`config.mk`:
```
export PLATFORM = sky130hd
export DESIGN_NAME = mem_lsu_ctrl_flat
export DESIGN_NICKNAME = d
export VERILOG_FILES = /design/src/rtl/mem_lsu_ctrl_if.sv /design/src/rtl/mem_lsu_ctrl.sv /design/src/flat_wrapper.sv
export SDC_FILE = /design/constraint.sdc
export NUM_CORES = 1
export LEC_CHECK = 0
export ABC_CLOCK_PERIOD_IN_PS = 4700
export BUFFER_PORTS_ARGS = -buffer_cell sky130_fd_sc_hd__buf_4
export CAP_MARGIN = 40
export CORE_AREA = 5 5 126 104
export DETAILED_ROUTE_END_ITERATION = 10
export DIE_AREA = 0 0 131 109
export PLACE_DENSITY = 0.84
export SETUP_SLACK_MARGIN = 0.1
export SLEW_MARGIN = 20
export SYNTH_ARGS = -nofsm -noshare
export SYNTH_HDL_FRONTEND = slang
export SYNTH_SLANG_ARGS = --single-unit
```
`constraint.sdc`:
```
create_clock -name i_clk -period 4.7 [get_ports i_clk]
set_input_delay 0.94 -clock i_clk [delete_from_list [all_inputs] [get_ports i_clk]]
set_output_delay 0.94 -clock i_clk [all_outputs]
set_load 0.02 [all_outputs]
```
`src/rtl/mem_lsu_ctrl_if.sv`:
```
// Data-memory request/acknowledge bus between the MEM-stage load/store unit
// (master) and the data memory (slave).
interface mem_lsu_ctrl_if;
    logic        o_dmem_req;
    logic        o_dmem_we;
    logic [29:0] o_dmem_addr;
    logic [3:0]  o_dmem_be;
    logic [31:0] o_dmem_wdata;
    logic        i_dmem_ack;
    logic [31:0] i_dmem_rdata;

    modport master (
        output o_dmem_req, o_dmem_we, o_dmem_addr, o_dmem_be, o_dmem_wdata,
        input  i_dmem_ack, i_dmem_rdata
    );

    modport slave (
        input  o_dmem_req, o_dmem_we, o_dmem_addr, o_dmem_be, o_dmem_wdata,
        output i_dmem_ack, i_dmem_rdata
    );
endinterface

```
`src/rtl/mem_lsu_ctrl.sv`:
```
// MEM-stage load/store unit: checks access legality, runs one req/ack bus cycle
// with byte enables, stalls the pipeline meanwhile and returns extended load data.
module mem_lsu_ctrl #(
    parameter int TIMEOUT = 64
) (
    input  logic         i_clk,
    input  logic         i_rst_n,
    input  logic         i_mem_wren,
    input  logic         i_mem_rden,
    input  logic [2:0]   i_funct3,
    input  logic [31:0]  i_addr,
    input  logic [31:0]  i_st_data,
    output logic         o_stall,
    output logic [31:0]  o_ld_data,
    output logic         o_ld_valid,
    output logic         o_misalign,
    output logic         o_bus_err,
    mem_lsu_ctrl_if.master dmem
);
    localparam int CW = (TIMEOUT > 2) ? $clog2(TIMEOUT) : 1;
    localparam logic [CW-1:0] CNT_LAST = CW'(TIMEOUT - 1);

    typedef enum logic [1:0] {
        IDLE     = 2'd0,
        BUSY     = 2'd1,
        RESP     = 2'd2,
        RESP_ERR = 2'd3
    } state_t;

    state_t        state_q;
    logic [CW-1:0] cnt_q;
    logic          req_q;
    logic          we_q;
    logic [29:0]   addr_q;
    logic [3:0]    be_q;
    logic [31:0]   wdata_q;
    logic [2:0]    f3_q;
    logic [1:0]    lane_q;
    logic [31:0]   ld_data_q;
    logic          ld_valid_q;
    logic          bus_err_q;

    logic          access;
    logic          illegal;
    logic [3:0]    be_d;
    logic [31:0]   wdata_d;
    logic [31:0]   shifted;
    logic [31:0]   ld_ext_d;

    always_comb begin
        access  = i_mem_wren | i_mem_rden;
        illegal = 1'b0;
        if (i_mem_wren && i_mem_rden) begin
            illegal = 1'b1;
        end else if (i_mem_wren) begin
            illegal = !(i_funct3 == 3'b000 || i_funct3 == 3'b001 || i_funct3 == 3'b010);
        end else begin
            illegal = !(i_funct3 == 3'b000 || i_funct3 == 3'b001 || i_funct3 == 3'b010 ||
                        i_funct3 == 3'b100 || i_funct3 == 3'b101);
        end
        // funct3[1:0] encodes size for both signed and unsigned loads
        case (i_funct3[1:0])
            2'b01:   if (i_addr[0]) illegal = 1'b1;
            2'b10:   if (i_addr[1:0] != 2'b00) illegal = 1'b1;
            default: ;
        endcase
    end

    always_comb begin
        be_d    = 4'b1111;
        wdata_d = i_st_data;
        case (i_funct3[1:0])
            2'b00: begin
                be_d    = 4'b0001 << i_addr[1:0];
                wdata_d = {4{i_st_data[7:0]}};
            end
            2'b01: begin
                be_d    = 4'b0011 << {i_addr[1], 1'b0};
                wdata_d = {2{i_st_data[15:0]}};
            end
            default: ;
        endcase
    end

    // Word accesses are aligned, so lane_q is 0 and the shift is a pass-through.
    always_comb begin
        shifted  = dmem.i_dmem_rdata >> {lane_q, 3'b000};
        ld_ext_d = shifted;
        case (f3_q[1:0])
            2'b00:   ld_ext_d = {{24{~f3_q[2] & shifted[7]}}, shifted[7:0]};
            2'b01:   ld_ext_d = {{16{~f3_q[2] & shifted[15]}}, shifted[15:0]};
            default: ;
        endcase
    end

    always_ff @(posedge i_clk) begin
        if (!i_rst_n) begin
            state_q    <= IDLE;
            cnt_q      <= '0;
            req_q      <= 1'b0;
            we_q       <= 1'b0;
            addr_q     <= '0;
            be_q       <= '0;
            wdata_q    <= '0;
            f3_q       <= '0;
            lane_q     <= '0;
            ld_data_q  <= '0;
            ld_valid_q <= 1'b0;
            bus_err_q  <= 1'b0;
        end else begin
            ld_valid_q <= 1'b0;
            bus_err_q  <= 1'b0;
            case (state_q)
                IDLE: begin
                    cnt_q <= '0;
                    if (access && !illegal) begin
                        state_q <= BUSY;
                        req_q   <= 1'b1;
                        we_q    <= i_mem_wren;
                        addr_q  <= i_addr[31:2];
                        be_q    <= be_d;
                        wdata_q <= wdata_d;
                        f3_q    <= i_funct3;
                        lane_q  <= i_addr[1:0];
                    end
                end
                BUSY: begin
                    // An ack in the final allowed cycle still completes the access.
                    if (dmem.i_dmem_ack) begin
                        state_q <= RESP;
                        req_q   <= 1'b0;
                        cnt_q   <= '0;
                        if (!we_q) begin
                            ld_data_q  <= ld_ext_d;
                            ld_valid_q <= 1'b1;
                        end
                    end else if (cnt_q == CNT_LAST) begin
                        state_q   <= RESP_ERR;
                        req_q     <= 1'b0;
                        cnt_q     <= '0;
                        ld_data_q <= '0;
                        bus_err_q <= 1'b1;
                    end else begin
                        cnt_q <= cnt_q + 1'b1;
                    end
                end
                RESP, RESP_ERR: begin
                    state_q <= IDLE;
                end
                default: state_q <= IDLE;
            endcase
        end
    end

    assign o_stall    = i_rst_n && (((state_q == IDLE) && access && !illegal) || (state_q == BUSY));
    assign o_misalign = i_rst_n && (state_q == IDLE) && access && illegal;
    assign o_ld_data  = ld_data_q;
    assign o_ld_valid = ld_valid_q;
    assign o_bus_err  = bus_err_q;

    assign dmem.o_dmem_req   = req_q;
    assign dmem.o_dmem_we    = we_q;
    assign dmem.o_dmem_addr  = addr_q;
    assign dmem.o_dmem_be    = be_q;
    assign dmem.o_dmem_wdata = wdata_q;
endmodule
```
`src/flat_wrapper.sv`:
```
// flat-port wrapper written by rule: the top's interface ports become plain ports
module mem_lsu_ctrl_flat 
#(
    parameter int TIMEOUT = 64
)
  (i_clk, i_rst_n, i_mem_wren, i_mem_rden, i_funct3, i_addr, i_st_data, o_stall, o_ld_data, o_ld_valid, o_misalign, o_bus_err, dmem_o_dmem_req, dmem_o_dmem_we, dmem_o_dmem_addr, dmem_o_dmem_be, dmem_o_dmem_wdata, dmem_i_dmem_ack, dmem_i_dmem_rdata);
  mem_lsu_ctrl_if dmem_i ();
  input  logic i_clk;
  input  logic i_rst_n;
  input  logic i_mem_wren;
  input  logic i_mem_rden;
  input  logic [2:0] i_funct3;
  input  logic [31:0] i_addr;
  input  logic [31:0] i_st_data;
  output logic o_stall;
  output logic [31:0] o_ld_data;
  output logic o_ld_valid;
  output logic o_misalign;
  output logic o_bus_err;
  output wire logic [$bits(dmem_i.o_dmem_req)-1:0] dmem_o_dmem_req;
  output wire logic [$bits(dmem_i.o_dmem_we)-1:0] dmem_o_dmem_we;
  output wire logic [$bits(dmem_i.o_dmem_addr)-1:0] dmem_o_dmem_addr;
  output wire logic [$bits(dmem_i.o_dmem_be)-1:0] dmem_o_dmem_be;
  output wire logic [$bits(dmem_i.o_dmem_wdata)-1:0] dmem_o_dmem_wdata;
  input wire logic [$bits(dmem_i.i_dmem_ack)-1:0] dmem_i_dmem_ack;
  input wire logic [$bits(dmem_i.i_dmem_rdata)-1:0] dmem_i_dmem_rdata;
  assign dmem_o_dmem_req = dmem_i.o_dmem_req;
  assign dmem_o_dmem_we = dmem_i.o_dmem_we;
  assign dmem_o_dmem_addr = dmem_i.o_dmem_addr;
  assign dmem_o_dmem_be = dmem_i.o_dmem_be;
  assign dmem_o_dmem_wdata = dmem_i.o_dmem_wdata;
  assign dmem_i.i_dmem_ack = dmem_i_dmem_ack;
  assign dmem_i.i_dmem_rdata = dmem_i_dmem_rdata;
  mem_lsu_ctrl #(.TIMEOUT(TIMEOUT)) u_core (.i_clk(i_clk), .i_rst_n(i_rst_n), .i_mem_wren(i_mem_wren), .i_mem_rden(i_mem_rden), .i_funct3(i_funct3), .i_addr(i_addr), .i_st_data(i_st_data), .o_stall(o_stall), .o_ld_data(o_ld_data), .o_ld_valid(o_ld_valid), .o_misalign(o_misalign), .o_bus_err(o_bus_err), .dmem(dmem_i));
endmodule
```
; After elaboration in Yosys (flattened, before gate mapping)
; Cells that the tools add are included.
[totals]
inputBits = 104
ff_bits = 115
latch_bits = 0
mem_count = 0
output_inout_bits = 104
wordCells = 90
rom_bits = 0
mem_bits_rw = 0
[classes]
shift = 3
n_mux = 24
n_reduce_logical = 30
n_div = 0
add_sub_neg = 1
bitwise = 6
multipliers = 0
n_lt_le_gt_ge = 0
eq_ne = 14
[ops]
columns = cell, n
row1 = one-hot mux 32 bit (2 select lines), 2
row2 = 2-to-1 mux 32 bit, 3
row3 = right shift 32 x 5 -> 32 bit, 1
row4 = 2-to-1 mux 6 bit, 2
row5 = one-hot mux 6 bit (2 select lines), 1
row6 = 2-to-1 mux 1 bit, 9
row7 = AND reduction 3 bit, 3
row8 = logical AND 1 bit, 8
row9 = one-hot mux 4 bit (2 select lines), 1
row10 = "adder 6 x 1 -> 6 bit, second input constant", 1
row11 = "== test 2 x 1 -> 1 bit, second input constant", 3
row12 = "== test 2 bit, second input constant", 3
row13 = "== test 3 bit, second input constant", 2
row14 = "== test 6 bit, second input constant", 1
row15 = zero test 2 bit, 3
row16 = 2-to-1 mux 2 bit, 3
row17 = one-hot mux 2 bit (3 select lines), 1
row18 = nonzero test 2 bit, 3
row19 = logical OR 1 bit, 5
row20 = one-hot mux 1 bit (2 select lines), 2
row21 = AND reduction 2 bit, 2
row22 = "left shift 1 x 2 -> 4 bit, first input constant", 1
row23 = "left shift 2 x 2 -> 4 bit, first input constant", 1
row24 = "== test 3 x 1 -> 1 bit, second input constant", 1
row25 = 11 further kinds, 16

; Longest topological paths before layout
; Gate-level depths: netlist of run 1.
[depth]
ltp_word = 14
mapped_depth = 8
mapped_depth_nobuf = 6

; Worst setup path after synthesis of run 1
; No wires, ideal clock.
[synth_path]
path_kind = input to output
startpoint = input i_funct3[0]
endpoint = output o_stall
setup_slack_ns = 1.295
arrival_time_ns = 2.465
path_buffers = 1
t_required_ns = 3.760
stages = 7
path_cell_list = inv_1 -> ha_1 -> a21o_1 -> a221oi_4 -> clkbuf_1 -> nand2_1 -> a21oi_1
[synth_between]
elab_chain_len = 14
word_cells_on_any_way = 22
cone_classes = 6 x eq/ne / 5 x mux / 11 x reduce/logical
[synth_rtl]
columns = item, line_no
row1 = "start, declared", flat_wrapper.sv:12  ; input logic [2:0] i_funct3;
row2 = == test 3 x 1 -> 1 bit / zero test 3 bit (equally long branches), "mem_lsu_ctrl.sv:56, mem_lsu_ctrl.sv:58"
row3 = logical OR 1 bit (2 in a row), "mem_lsu_ctrl.sv:56, mem_lsu_ctrl.sv:58"
row4 = logical OR 1 bit, mem_lsu_ctrl.sv:58  ; illegal = !(i_funct3 == 3'b000 || i_funct3 == 3'b001 || i_funct3 == 3'b010 ||
row5 = logical OR 1 bit, mem_lsu_ctrl.sv:59  ; i_funct3 == 3'b100 || i_funct3 == 3'b101);
row6 = zero test 1 bit, mem_lsu_ctrl.sv:58
row7 = 2-to-1 mux 1 bit, mem_lsu_ctrl.sv:55  ; end else if (i_mem_wren) begin
row8 = 2-to-1 mux 1 bit, mem_lsu_ctrl.sv:53  ; if (i_mem_wren && i_mem_rden) begin
row9 = "2-to-1 mux 1 bit, on equally long branches", "mem_lsu_ctrl.sv:64, mem_lsu_ctrl.sv:63"
row10 = one-hot mux 1 bit (2 select lines) (*), mem_lsu_ctrl.sv:62  ; case (i_funct3[1:0])
row11 = zero test 1 bit (*), mem_lsu_ctrl.sv:155  ; assign o_stall = i_rst_n && (((state_q == IDLE) && access && !illegal) || (state_q == BUSY));
row12 = logical AND 1 bit (*), mem_lsu_ctrl.sv:155
row13 = logical OR 1 bit (*), mem_lsu_ctrl.sv:155
row14 = logical AND 1 bit (*), mem_lsu_ctrl.sv:155
row15 = "end, declared", flat_wrapper.sv:15  ; output logic o_stall;
; Mark *: on every way between the ends. The rest lies on a longest branch, timed or not.

; Final worst setup path of run 1
[layout_path]
startpoint = input i_funct3[1]
endpoint = output o_misalign
[layout_between]
elab_chain_len = 11
word_cells_on_any_way = 19
cone_classes = 6 x eq/ne / 5 x mux / 8 x reduce/logical
[layout_rtl]
columns = item, line_no
row1 = == test 3 x 1 -> 1 bit / zero test 3 bit (equally long branches), "mem_lsu_ctrl.sv:56, mem_lsu_ctrl.sv:58"
row2 = logical OR 1 bit (2 in a row), "mem_lsu_ctrl.sv:56, mem_lsu_ctrl.sv:58"
row3 = logical OR 1 bit, mem_lsu_ctrl.sv:58
row4 = logical OR 1 bit, mem_lsu_ctrl.sv:59
row5 = zero test 1 bit, mem_lsu_ctrl.sv:58
row6 = 2-to-1 mux 1 bit, mem_lsu_ctrl.sv:55
row7 = 2-to-1 mux 1 bit, mem_lsu_ctrl.sv:53
row8 = "2-to-1 mux 1 bit, on equally long branches", "mem_lsu_ctrl.sv:64, mem_lsu_ctrl.sv:63"
row9 = one-hot mux 1 bit (2 select lines) (*), mem_lsu_ctrl.sv:62
row10 = logical AND 1 bit (*), mem_lsu_ctrl.sv:156  ; assign o_misalign = i_rst_n && (state_q == IDLE) && access && illegal;
row11 = "end, declared", flat_wrapper.sv:18  ; output logic o_misalign;
; Marks and branches as above.

==> results of run 1 <==
## cells in the final DEF, fill, tap and decap left out, types with 13 or more instances in the layout
master and instances:
sky130_fd_sc_hd__nand2_1 97, sky130_fd_sc_hd__dfxtp_1 115, sky130_fd_sc_hd__a211oi_1 16, sky130_fd_sc_hd__nor2_1 18
sky130_fd_sc_hd__mux2i_1 49, sky130_fd_sc_hd__clkbuf_16 17, sky130_fd_sc_hd__o21ai_0 26, sky130_fd_sc_hd__nand4_1 14
sky130_fd_sc_hd__o2bb2ai_1 15, sky130_fd_sc_hd__a221o_1 15, sky130_fd_sc_hd__a311oi_1 13, sky130_fd_sc_hd__buf_4 213
sky130_fd_sc_hd__a21oi_1 63
## per-stage QoR
step / util / hold WS, ns / instances / cell area, um2 / power (mW)
final: 0.627 / 0.459 / 916 / 7400 / 2.94
after global routing: 0.627 / 0.478 / 916 / 7400 / 3.05
after CTS: 0.624 / 0.460 / 915 / 7370 / 2.95
after detailed placement: 0.570 / 0.451 / 883 / 6730 / 1.58
after global placement: 0.569 / 0.442 / 882 / 6720 / 1.56
after floorplan: - / 0.457 / 565 / 5120 / 1.36
## area by class of cell
type	count	area, um2
clock buffer	23	488
clock inverter	9	150
fill	984	4400
inverter	7	26.3
multi-input combinational	394	2580
sequential	115	2300
tap	152	190
timing repair buffer	216	1660
## synthesized netlist by cell type, types with 2 or more instances
cell	number
sky130_fd_sc_hd__mux2i_1	49
sky130_fd_sc_hd__nand4_1	14
sky130_fd_sc_hd__dfxtp_1	115
sky130_fd_sc_hd__inv_2	2
sky130_fd_sc_hd__clkbuf_1	31
sky130_fd_sc_hd__xor2_1	2
sky130_fd_sc_hd__mux2_2	7
sky130_fd_sc_hd__buf_6	2
sky130_fd_sc_hd__a31oi_1	2
sky130_fd_sc_hd__buf_4	3
sky130_fd_sc_hd__a211oi_1	16
sky130_fd_sc_hd__ha_1	4
sky130_fd_sc_hd__or2_2	2
sky130_fd_sc_hd__nor2b_1	2
sky130_fd_sc_hd__o21ai_0	26
sky130_fd_sc_hd__nor2_1	18
sky130_fd_sc_hd__a22o_1	8
sky130_fd_sc_hd__o2bb2ai_1	15
sky130_fd_sc_hd__o21a_1	2
sky130_fd_sc_hd__a311oi_1	13
sky130_fd_sc_hd__inv_1	5
sky130_fd_sc_hd__nor3_2	2
sky130_fd_sc_hd__buf_1	2
sky130_fd_sc_hd__a21oi_1	64
sky130_fd_sc_hd__nand3b_1	8
sky130_fd_sc_hd__buf_2	11
sky130_fd_sc_hd__xnor2_1	2
sky130_fd_sc_hd__a221o_1	15
sky130_fd_sc_hd__nand2_1	97
sky130_fd_sc_hd__nand2b_1	7
## how the worst min path moves through the flow
stage | to | slack, ns
CTS | u_core.dmem.o_dmem_addr[18] | 0.46
floorplan | u_core.f3_q[1] | 0.46
global placement | u_core.dmem.o_dmem_addr[5] | 0.44
finish | u_core.dmem.o_dmem_addr[3] | 0.46
detailed placement | u_core.dmem.o_dmem_addr[3] | 0.45
global route | u_core.dmem.o_dmem_addr[12] | 0.48
## routing by layer
metal / vias up / GRT usage / wire, um
li1: 2429 / - / -
met1: 2398 / 0.285 / 6600
met3: 43 / 0.0612 / 1300
met5: - / 0 / 0
met4: 0 / 0.101 / 531
met2: 240 / 0.362 / 7800
## critical path: cells and delay by family
kind,cells,cell delay [ns]
buffers and inverters,4,0.65
adder cells (fa/ha/maj),1,0.45
AND/OR/NAND/NOR,2,0.28
AO/OA/AOI/OAI,1,0.38
## registers in the layout, summed over array words and instances (netlist names)
signal and flops:
u_core.state_q 2, u_core.o_ld_data 32, u_core.dmem.o_dmem_we 1, u_core.cnt_q 6, u_core.dmem.o_dmem_addr 30, u_core.lane_q 2
u_core.dmem.o_dmem_wdata 32, u_core.dmem.o_dmem_be 4, u_core.f3_q 3, u_core.o_bus_err 1, u_core.o_ld_valid 1, u_core.dmem.o_dmem_req 1
## report_power, final
| part | switching, mW | internal (mW) | total [mW] |
|---|---|---|---|
| clock | 0.430 | 0.941 | 1.37 |
| sequential | 0.0366 | 1.03 | 1.07 |
| combinational | 0.278 | 0.219 | 0.497 |
## logic make-up (layout without fill, tap and decap cells)
logic type,after synthesis,after routing,share of synthesized area
adder cells (fa/ha/maj),4,4,0.00978
multiplexers,57,57,0.116
XOR/XNOR,4,4,0.00684
AND/OR/NAND/NOR,162,162,0.148
AO/OA/AOI/OAI,167,167,0.221
buffers and inverters,56,255,0.0489
flip-flops,115,115,0.450
==> summary.log, run 1 <==
qor: timing.finalHoldViolations 0
qor: clocking.cts_buffers 17
qor: clocking.post_cts.resized_instances 0
qor: synth.synth-main-ff-cell sky130_fd_sc_hd__dfxtp_1
qor: clocking.cts_tree done
qor: placed_design.place.detailed.hpwl 11800 um
qor: drt.post_drt_via_cell_ratio 5.58
qor: setup_path.reg2reg_slack 2.43 ns
qor: clocking.ctsLongestPathBuffers 2
qor: setup_path.reg2reg_depth 4
qor: cells_and_area.n_antenna_cell 0
qor: setup_path.timing.critical_path.arrival 2.71 ns
qor: placed_design.portBuffers 207
qor: drt.dr_total_vias 5110
qor: setup_path.critical_path.cell_chain buf_4 > inv_1 > ha_1 > nor2_4 > a221oi_4 > buf_4 > nor2_1 > buf_4
qor: clocking.postCtsSetupRepairBufs 0
qor: floorplan.initial_utilization 0.434
qor: floorplan.placementRows 36
qor: hold_path.hold_class reg2reg
qor: cells_and_area.final_layout_size_suffix_gt1_frac 0.349
qor: synth.post_synth_edffs 0
qor: synth.synthArstFlopShare 0
qor: setup_path.worst-path-max-fanout 21
qor: global_routing.initial_antenna_violation_count 0
qor: synth.ys.warnings.count 0
qor: setup_path.crit-reg2reg-capture u_core.dmem.o_dmem_addr[4]
qor: hold_path.min_delay_path_depth 2
qor: floorplan.ioPinCount 208
qor: floorplan.fp.dieW 131 um
qor: drt.drt_pre_antenna_iters 5
qor: drt.route.detailed.drc 0
qor: setup_path.startpoint i_funct3[1]
qor: clocking.cts.htree.levels 4
qor: cells_and_area.nNetsFinal 859
qor: drt.totalWireLength 16200 um
qor: synth.seq_area_frac_synth 0.450
qor: timing.rsz0062_at_grt false
qor: timing.worst_slew_pin_slew 0.743 ns
qor: global_routing.gr-usage-all-layers 0.226
qor: clocking.cts_root_buffer sky130_fd_sc_hd__clkbuf_16
qor: clocking.cts_num_sinks 115
qor: clocking.clkLatencyLatePin 0.40 ns
qor: timing.slew_headroom 0.505
qor: setup_path.type_of_destination_of_the_critical_path output pin
qor: global_routing.first_global_vias 4942
qor: timing.final.period_utilization 0.777
qor: hold_path.hold_path_startpoint u_core.dmem.o_dmem_addr[3]
qor: setup_path.worstPathRequired 3.76 ns
qor: flow_run.timing.max_cap.violations 0
qor: global_routing.grt_start_max_net_pins 93
qor: synth.synth_largest_type_area_fraction 0.450
qor: clocking.hold_buffers 0
qor: timing.max_freq 274 MHz
qor: pwr.worst_voltage_drop_across_the_vdd_grid 0.327 mV
qor: timing.worst_slack 1.05 ns
qor: drt.antenna_violating_nets_post_route 0
qor: clocking.clkTransAtPathRegs 0.05 ns
qor: synth.synth.lib_cells_used.distinct 49
qor: synth.synthesized_net_count 673
qor: setup_path.crit_path_max_incr_delay 0.45 ns
qor: setup_path.worstSetupPathType in2out
qor: floorplan.design.die.area 14300 um2
qor: synth.synth_seq_cells 115
qor: floorplan.placeableCoreArea 11800 um2
qor: drt.violation_count_after_the_first_detailed_routing_iteration 512
qor: timing.timing.final.max_slew_violations 0
qor: synth.netlist.top_cell.by_area sky130_fd_sc_hd__dfxtp_1
qor: timing.setup_viol 0
qor: setup_path.crit-reg2reg-launch u_core.state_q[1]
qor: outcome.run_status finished, final reports clean
qor: timing.totalNegativeSetupSlack 0 ns
qor: pwr.leakage_power_summed_over_all_cells 3.14 nW
qor: global_routing.grt_pass1_wl 25400 um
qor: setup_path.cell_repeated_most_along_the_worst_path sky130_fd_sc_hd__buf_4
qor: setup_path.cp_slowest_cell sky130_fd_sc_hd__ha_1
qor: placed_design.preCtsSetupSlack 1.10 ns
qor: global_routing.residual_overflow_from_global_routing 0
qor: synth.synth_cells 565
qor: setup_path.crit_path_start_kind input pin
qor: timing.worst_clock_skew 0.00971 ns
qor: pwr.power.density 397 nW/um2
qor: synth.yosys-top-cells-area sky130_fd_sc_hd__dfxtp_1 45%, sky130_fd_sc_hd__mux2i_1 9.6%, sky130_fd_sc_hd__nand2_1 7.1%
qor: timing.timing.final.crit_period 3.65 ns
qor: synth.synthesized_area_divided_by_synthesized_cell_count 9.06 um2
qor: cells_and_area.areaGrowthSynthToFinish 44.5%
qor: placed_design.gpl.final_weighted_congestion 0.939
qor: setup_path.crit_end o_misalign
qor: drt.drt-wirelength-per-cell 17.7 um
qor: floorplan.die_y 109 um
qor: synth.synthesis.area 5120 um2
(Power assumes the default switching activity.)
==> inputs of run 2 (changes only) <==
--- a/config.mk
+++ b/config.mk
@@ -5,7 +5,7 @@
 export SDC_FILE = /design/constraint.sdc
 export NUM_CORES = 1
 export LEC_CHECK = 0
-export ABC_CLOCK_PERIOD_IN_PS = 4700
+export ABC_CLOCK_PERIOD_IN_PS = 3600
 export BUFFER_PORTS_ARGS = -buffer_cell sky130_fd_sc_hd__buf_4
 export CAP_MARGIN = 40
 export CORE_AREA = 5 5 126 104
==> constraint.sdc (replaced) <==
create_clock -name i_clk -period 3.6 [get_ports i_clk]
set_input_delay 0.72 -clock i_clk [delete_from_list [all_inputs] [get_ports i_clk]]
set_output_delay 0.72 -clock i_clk [all_outputs]
set_load 0.02 [all_outputs]
==> run 2 against run 1 <==
  * Clock power rose by 18%
  * Sequential cell count did not move
  * Clock skew shrank 0.00056 ns
  * Sequential share of layout area grew 0.16 points
  * Die area unchanged
  * Total power grew 25%
  * Register-to-register slack got worse by 1.1 ns
==> summary.log, run 2 (synthesis gave the netlist of run 1 again) <==
qor: floorplan.design.die.area 14300 um2
qor: clocking.cts_buffers 17
qor: drt.violation_count_after_the_first_detailed_routing_iteration 341
qor: timing.finalHoldViolations 0
qor: clocking.clkLatencyLatePin 0.40 ns
qor: global_routing.initial_antenna_violation_count 0
qor: cells_and_area.post_layout_instance_count_excluding_filler_cells 919
qor: global_routing.grt_start_max_net_pins 93
qor: flow_run.timing.max_cap.violations 0
qor: timing.timing.final.max_slew_violations 0
qor: setup_path.crit_path_start_kind input pin
qor: global_routing.grt_pass1_wl 25200 um
qor: floorplan.placementRows 36
qor: cells_and_area.final_layout_size_suffix_gt1_frac 0.355
qor: clocking.cts_num_sinks 115
qor: clocking.clkTransAtPathRegs 0.05 ns
qor: cells_and_area.multiInputGateArea 2580 um2
qor: clocking.cts_tree done
qor: placed_design.place.detailed.hpwl 11900 um
qor: setup_path.timing.critical_path.arrival 2.06 ns
qor: floorplan.placeableCoreArea 11800 um2
qor: timing.timing.final.crit_period 2.78 ns
qor: cells_and_area.area.sequential 2300 um2
qor: setup_path.worstSetupPathType in2out
qor: pwr.power.density 497 nW/um2
qor: clocking.hold_buffers 0
qor: global_routing.residual_overflow_from_global_routing 0
qor: drt.drt_pre_antenna_iters 5
qor: placed_design.post_dp_cell_area 6750 um2
qor: clocking.ctsLongestPathBuffers 2
qor: clocking.cts_root_buffer sky130_fd_sc_hd__clkbuf_16
qor: clocking.post_cts.resized_instances 0
qor: floorplan.die_y 109 um
qor: drt.route.detailed.drc 0
qor: global_routing.gr-usage-all-layers 0.223
qor: drt.post_drt_via_cell_ratio 5.46
qor: timing.slew_headroom 0.501
qor: pwr.worst_voltage_drop_across_the_vdd_grid 0.284 mV
qor: timing.totalNegativeSetupSlack 0 ns
qor: drt.dr_total_vias 5018
qor: drt.drt-wirelength-per-cell 17.6 um
qor: clocking.postCtsSetupRepairBufs 0
qor: drt.antenna_violating_nets_post_route 0
qor: global_routing.first_global_vias 5045
qor: floorplan.initial_utilization 0.434
qor: setup_path.reg2reg_slack 1.34 ns
qor: timing.final.period_utilization 0.771
qor: floorplan.ioPinCount 208
qor: cells_and_area.n_antenna_cell 0
qor: timing.worst_clock_skew 0.00914 ns
qor: setup_path.type_of_destination_of_the_critical_path output pin
qor: placed_design.gpl.final_weighted_congestion 0.925
qor: timing.setup_viol 0
qor: pwr.total_power 3.66 mW
qor: drt.totalWireLength 16200 um
qor: setup_path.worst-path-max-fanout 19
qor: placed_design.portBuffers 207
qor: cells_and_area.areaGrowthSynthToFinish 43.7%
qor: hold_path.hold_class reg2reg
qor: clocking.cts.htree.levels 4
qor: cells_and_area.mostFrequentLayoutCell sky130_fd_sc_hd__buf_4
qor: timing.rsz0062_at_grt false
qor: timing.worst_slew_pin_slew 0.749 ns
qor: setup_path.worstPathRequired 2.88 ns
qor: cells_and_area.nNetsFinal 863
qor: timing.max_freq 360 MHz
qor: placed_design.placed_cells_incl_taps 887
qor: pwr.leakage_power_summed_over_all_cells 3.13 nW
qor: outcome.run_status finished, final reports clean
qor: floorplan.fp.dieW 131 um
qor: cells_and_area.nFillCells 981
qor: cells_and_area.finish.instance_area 7360 um2
qor: cells_and_area.commonest_cells_after_routing_fill_and_taps_aside 218 x sky130_fd_sc_hd__buf_4, 115 x sky130_fd_sc_hd__dfxtp_1, 97 x sky130_fd_sc_hd__nand2_1
run 2: worst paths after layout:
check	start	end	depth (start not counted)
min	u_core.dmem.o_dmem_addr[6]	u_core.dmem.o_dmem_addr[6]	2
max	i_funct3[0]	o_misalign	8
min reg2reg	u_core.dmem.o_dmem_addr[6]	u_core.dmem.o_dmem_addr[6]	2
max reg2reg	u_core.state_q[1]	u_core.o_ld_data[29]	4
run 2: worst max-delay path, cell delays in order:
cell and delay, ns:
sky130_fd_sc_hd__buf_4 0.09, sky130_fd_sc_hd__inv_1 0.05, sky130_fd_sc_hd__ha_1 0.21, sky130_fd_sc_hd__a21o_1 0.21, sky130_fd_sc_hd__a221oi_4 0.26, sky130_fd_sc_hd__buf_4 0.27, sky130_fd_sc_hd__nor2_1 0.07, sky130_fd_sc_hd__buf_4 0.16
run 2: final cells by class:
class                   count  share of cell area
clock inverters            13              0.0187
flip-flops and latches    115               0.313
well taps                 152              0.0258
inverters                   7             0.00357
clock buffers              18              0.0597
repair buffers            220               0.229
multi-input cells         394               0.350
run 2: per-layer routing:
metal	vias up	GRT usage	share of wire	wire length, um
met5	-	0	0	0
met4	0	0.0668	0.014	225
met3	22	0.0627	0.073	1180
li1	2442	-	-	-
met2	194	0.393	0.52	8360
met1	2360	0.264	0.40	6390
run 2: report_power, final:
part	total, mW	internal, mW	switching [mW]
logic	0.650	0.288	0.362
clock network	1.62	1.03	0.587
registers	1.39	1.35	0.0475
total	3.66	2.66	0.997
run 2: per-stage QoR:
stage                      util  hold WS, ns  setup WS, ns
after floorplan               -        0.457         0.635
after global placement    0.572        0.442         0.847
after detailed placement  0.572        0.451         0.699
after CTS                 0.621        0.461         0.824
after global routing      0.624        0.476         0.734
final                     0.624        0.460         0.823
==> inputs of run 3 (changes only) <==
--- a/config.mk
+++ b/config.mk
@@ -5,13 +5,13 @@
 export SDC_FILE = /design/constraint.sdc
 export NUM_CORES = 1
 export LEC_CHECK = 0
-export ABC_CLOCK_PERIOD_IN_PS = 3600
+export ABC_CLOCK_PERIOD_IN_PS = 2300
 export BUFFER_PORTS_ARGS = -buffer_cell sky130_fd_sc_hd__buf_4
 export CAP_MARGIN = 40
-export CORE_AREA = 5 5 126 104
+export CORE_AREA = 5 5 127 105
 export DETAILED_ROUTE_END_ITERATION = 10
-export DIE_AREA = 0 0 131 109
-export PLACE_DENSITY = 0.84
+export DIE_AREA = 0 0 132 110
+export PLACE_DENSITY = 0.86
 export SETUP_SLACK_MARGIN = 0.1
 export SLEW_MARGIN = 20
 export SYNTH_ARGS = -nofsm -noshare
==> constraint.sdc (replaced) <==
create_clock -name i_clk -period 2.3 [get_ports i_clk]
set_input_delay 0.46 -clock i_clk [delete_from_list [all_inputs] [get_ports i_clk]]
set_output_delay 0.46 -clock i_clk [all_outputs]
set_load 0.02 [all_outputs]
==> run 3 against run 2 <==
  * Cell count increased by 0.98%
  * Sequential power increased by 57%
  * Die area increased by 1.7%
  * Worst setup slack got worse by 0.66 ns
  * Critical path depth unchanged
  * Combinational power increased by 62%
  * Clock-buffer cell count increased by 2
  * First-iteration DRC count decreased by 26%
  * Routed wire length decreased by 2.5%
  * Critical path type unchanged
  * Critical endpoint is now o_stall
  * Highest routed layer unchanged
==> summary.log, run 3 (synthesis gave the netlist of run 1 again) <==
qor: drt.violation_count_after_the_first_detailed_routing_iteration 253
qor: cells_and_area.mostFrequentLayoutCell sky130_fd_sc_hd__buf_4
qor: clocking.cts_num_sinks 115
qor: setup_path.crit-reg2reg-launch u_core.state_q[1]
qor: setup_path.cp_slowest_cell sky130_fd_sc_hd__a221oi_4
qor: setup_path.crit_end o_stall
qor: setup_path.worstPathRequired 1.84 ns
qor: flow_run.timing.max_cap.violations 0
qor: setup_path.worstSetupPathType in2out
qor: timing.hold_ws 0.286 ns
qor: floorplan.placementRows 36
qor: drt.drt-wirelength-per-cell 17.0 um
qor: timing.timing.final.crit_period 2.14 ns
qor: global_routing.first_global_vias 4951
qor: cells_and_area.areaGrowthSynthToFinish 46.0%
qor: clocking.cts_tree done
qor: setup_path.timing.critical_path.arrival 1.68 ns
qor: setup_path.crit_path_start_kind input pin
qor: timing.totalNegativeSetupSlack 0 ns
qor: drt.totalWireLength 15800 um
qor: floorplan.initial_utilization 0.429
qor: global_routing.grt_start_max_net_pins 92
qor: setup_path.crit-reg2reg-capture u_core.o_ld_data[17]
qor: cells_and_area.commonest_cells_after_routing_fill_and_taps_aside 224 x sky130_fd_sc_hd__buf_4, 115 x sky130_fd_sc_hd__dfxtp_1, 96 x sky130_fd_sc_hd__nand2_1
qor: timing.final.period_utilization 0.930
qor: setup_path.worst-path-max-fanout 3
qor: setup_path.reg2reg_slack 0.36 ns
qor: hold_path.hold_class in2reg
qor: hold_path.min_delay_path_depth 2
qor: clocking.ctsLongestPathBuffers 2
qor: global_routing.initial_antenna_violation_count 0
qor: setup_path.startpoint i_funct3[0]
qor: drt.route.detailed.drc 0
qor: timing.setup_viol 0
qor: placed_design.portBuffers 207
qor: drt.post_drt_via_cell_ratio 5.42
qor: drt.antenna_violating_nets_post_route 0
qor: cells_and_area.nNetsFinal 873
qor: setup_path.type_of_destination_of_the_critical_path output pin
qor: timing.finalHoldViolations 0
qor: cells_and_area.postLayoutCoreUtil 0.626
qor: setup_path.reg2reg_depth 5
qor: pwr.worst_voltage_drop_across_the_vdd_grid 0.457 mV
qor: floorplan.placeableCoreArea 11900 um2
qor: pwr.leakage_power_summed_over_all_cells 3.17 nW
qor: outcome.run_status finished, final reports clean
qor: timing.timing.final.max_slew_violations 0
qor: floorplan.die_y 110 um
qor: setup_path.critical_path.cell_chain buf_6 > inv_4 > ha_4 > a21o_1 > a221oi_4 > nand2_4 > a21oi_4 > buf_6
qor: cells_and_area.final_layout_size_suffix_gt1_frac 0.370
qor: global_routing.gr-usage-all-layers 0.212
qor: pwr.power.density 755 nW/um2
qor: floorplan.ioPinCount 208
qor: timing.max_freq 467 MHz
qor: pwr.total_power 5.64 mW
qor: placed_design.placed_cells_incl_taps 896
qor: timing.worst_slew_pin_slew 0.626 ns
qor: timing.worst_clock_skew 0.00964 ns
qor: global_routing.residual_overflow_from_global_routing 0
qor: clocking.cts_root_buffer sky130_fd_sc_hd__clkbuf_16
qor: clocking.cts.htree.levels 4
qor: timing.slew_headroom 0.583
qor: floorplan.fp.dieW 132 um
qor: global_routing.grt_pass1_wl 25100 um
qor: drt.drt_pre_antenna_iters 5
qor: drt.dr_total_vias 5031
qor: cells_and_area.n_antenna_cell 0
qor: cells_and_area.post_layout_instance_count_excluding_filler_cells 928
qor: setup_path.cell_repeated_most_along_the_worst_path sky130_fd_sc_hd__buf_6
qor: clocking.clkLatencyLatePin 0.40 ns
qor: placed_design.place.detailed.hpwl 11700 um
qor: timing.rsz0062_at_grt false
qor: floorplan.design.die.area 14500 um2
qor: placed_design.gpl.final_weighted_congestion 0.861
qor: clocking.cts_buffers 17
qor: clocking.clkTransAtPathRegs 0.05 ns
qor: setup_path.crit_path_max_incr_delay 0.36 ns
==> run 3: metrics by stage <==
| step | instance area (um2) | setup WS (ns) |
|---|---|---|
| 4_1_cts | 7390 | 0.103 |
| 6_report | 7470 | 0.160 |
| 3_3_place_gp | 6830 | 0.119 |
| 3_5_place_dp | 6840 | 0.0113 |
| 2_1_floorplan | 5150 | 0.109 |
| 5_1_grt | 7470 | 0.0898 |
==> run 3: worst min-delay path by stage <==
stage,startpoint,end,slack [ns]
floorplan,u_core.f3_q[1],u_core.f3_q[1],0.46
global placement,u_core.dmem.o_dmem_addr[0],u_core.dmem.o_dmem_addr[0],0.44
detailed placement,u_core.dmem.o_dmem_addr[21],u_core.dmem.o_dmem_addr[21],0.45
CTS,dmem_i_dmem_ack,u_core.o_bus_err,0.27
global route,dmem_i_dmem_ack,u_core.o_bus_err,0.29
finish,dmem_i_dmem_ack,u_core.o_bus_err,0.29
==> run 3: final cells by class <==
type / instances / area (um2)
sequential: 115 / 2300
clock buffer: 20 / 457
multi-input combinational: 394 / 2640
timing repair buffer: 230 / 1770
clock inverter: 10 / 86.3
tap: 152 / 190
inverter: 7 / 28.8
fill: 971 / 4460
==> run 3: timing repair <==
item / 4_1_cts / 5_1_grt
pin swaps: 1 / 4
hold endpoints to repair: 0 / 0
setup buffers: 0 / 1
endpoints found under the setup margin: 1 / 2
gates resized for setup: 0 / 12
hold buffers: 0 / 0
==> run 3: critical path, delay by kind of cell <==
kind,cells,cell delay (ns)
simple gates,1,0.10
compound gates,3,0.70
buf+inv,3,0.28
fa+ha+maj,1,0.15
==> run 3: power by group <==
group | internal [mW] | total (mW) | switching, mW
clock network | 1.52 | 2.42 | 0.899
registers | 2.11 | 2.18 | 0.0705
logic | 0.474 | 1.05 | 0.574
==> run 3: routing by layer <==
metal  GRT usage  part of all wire  wire length [um]
met1       0.263              0.42              6540
met2       0.348              0.48              7610
met3      0.0749             0.080              1260
met4      0.0690             0.021               335
met5           0                 0                 0
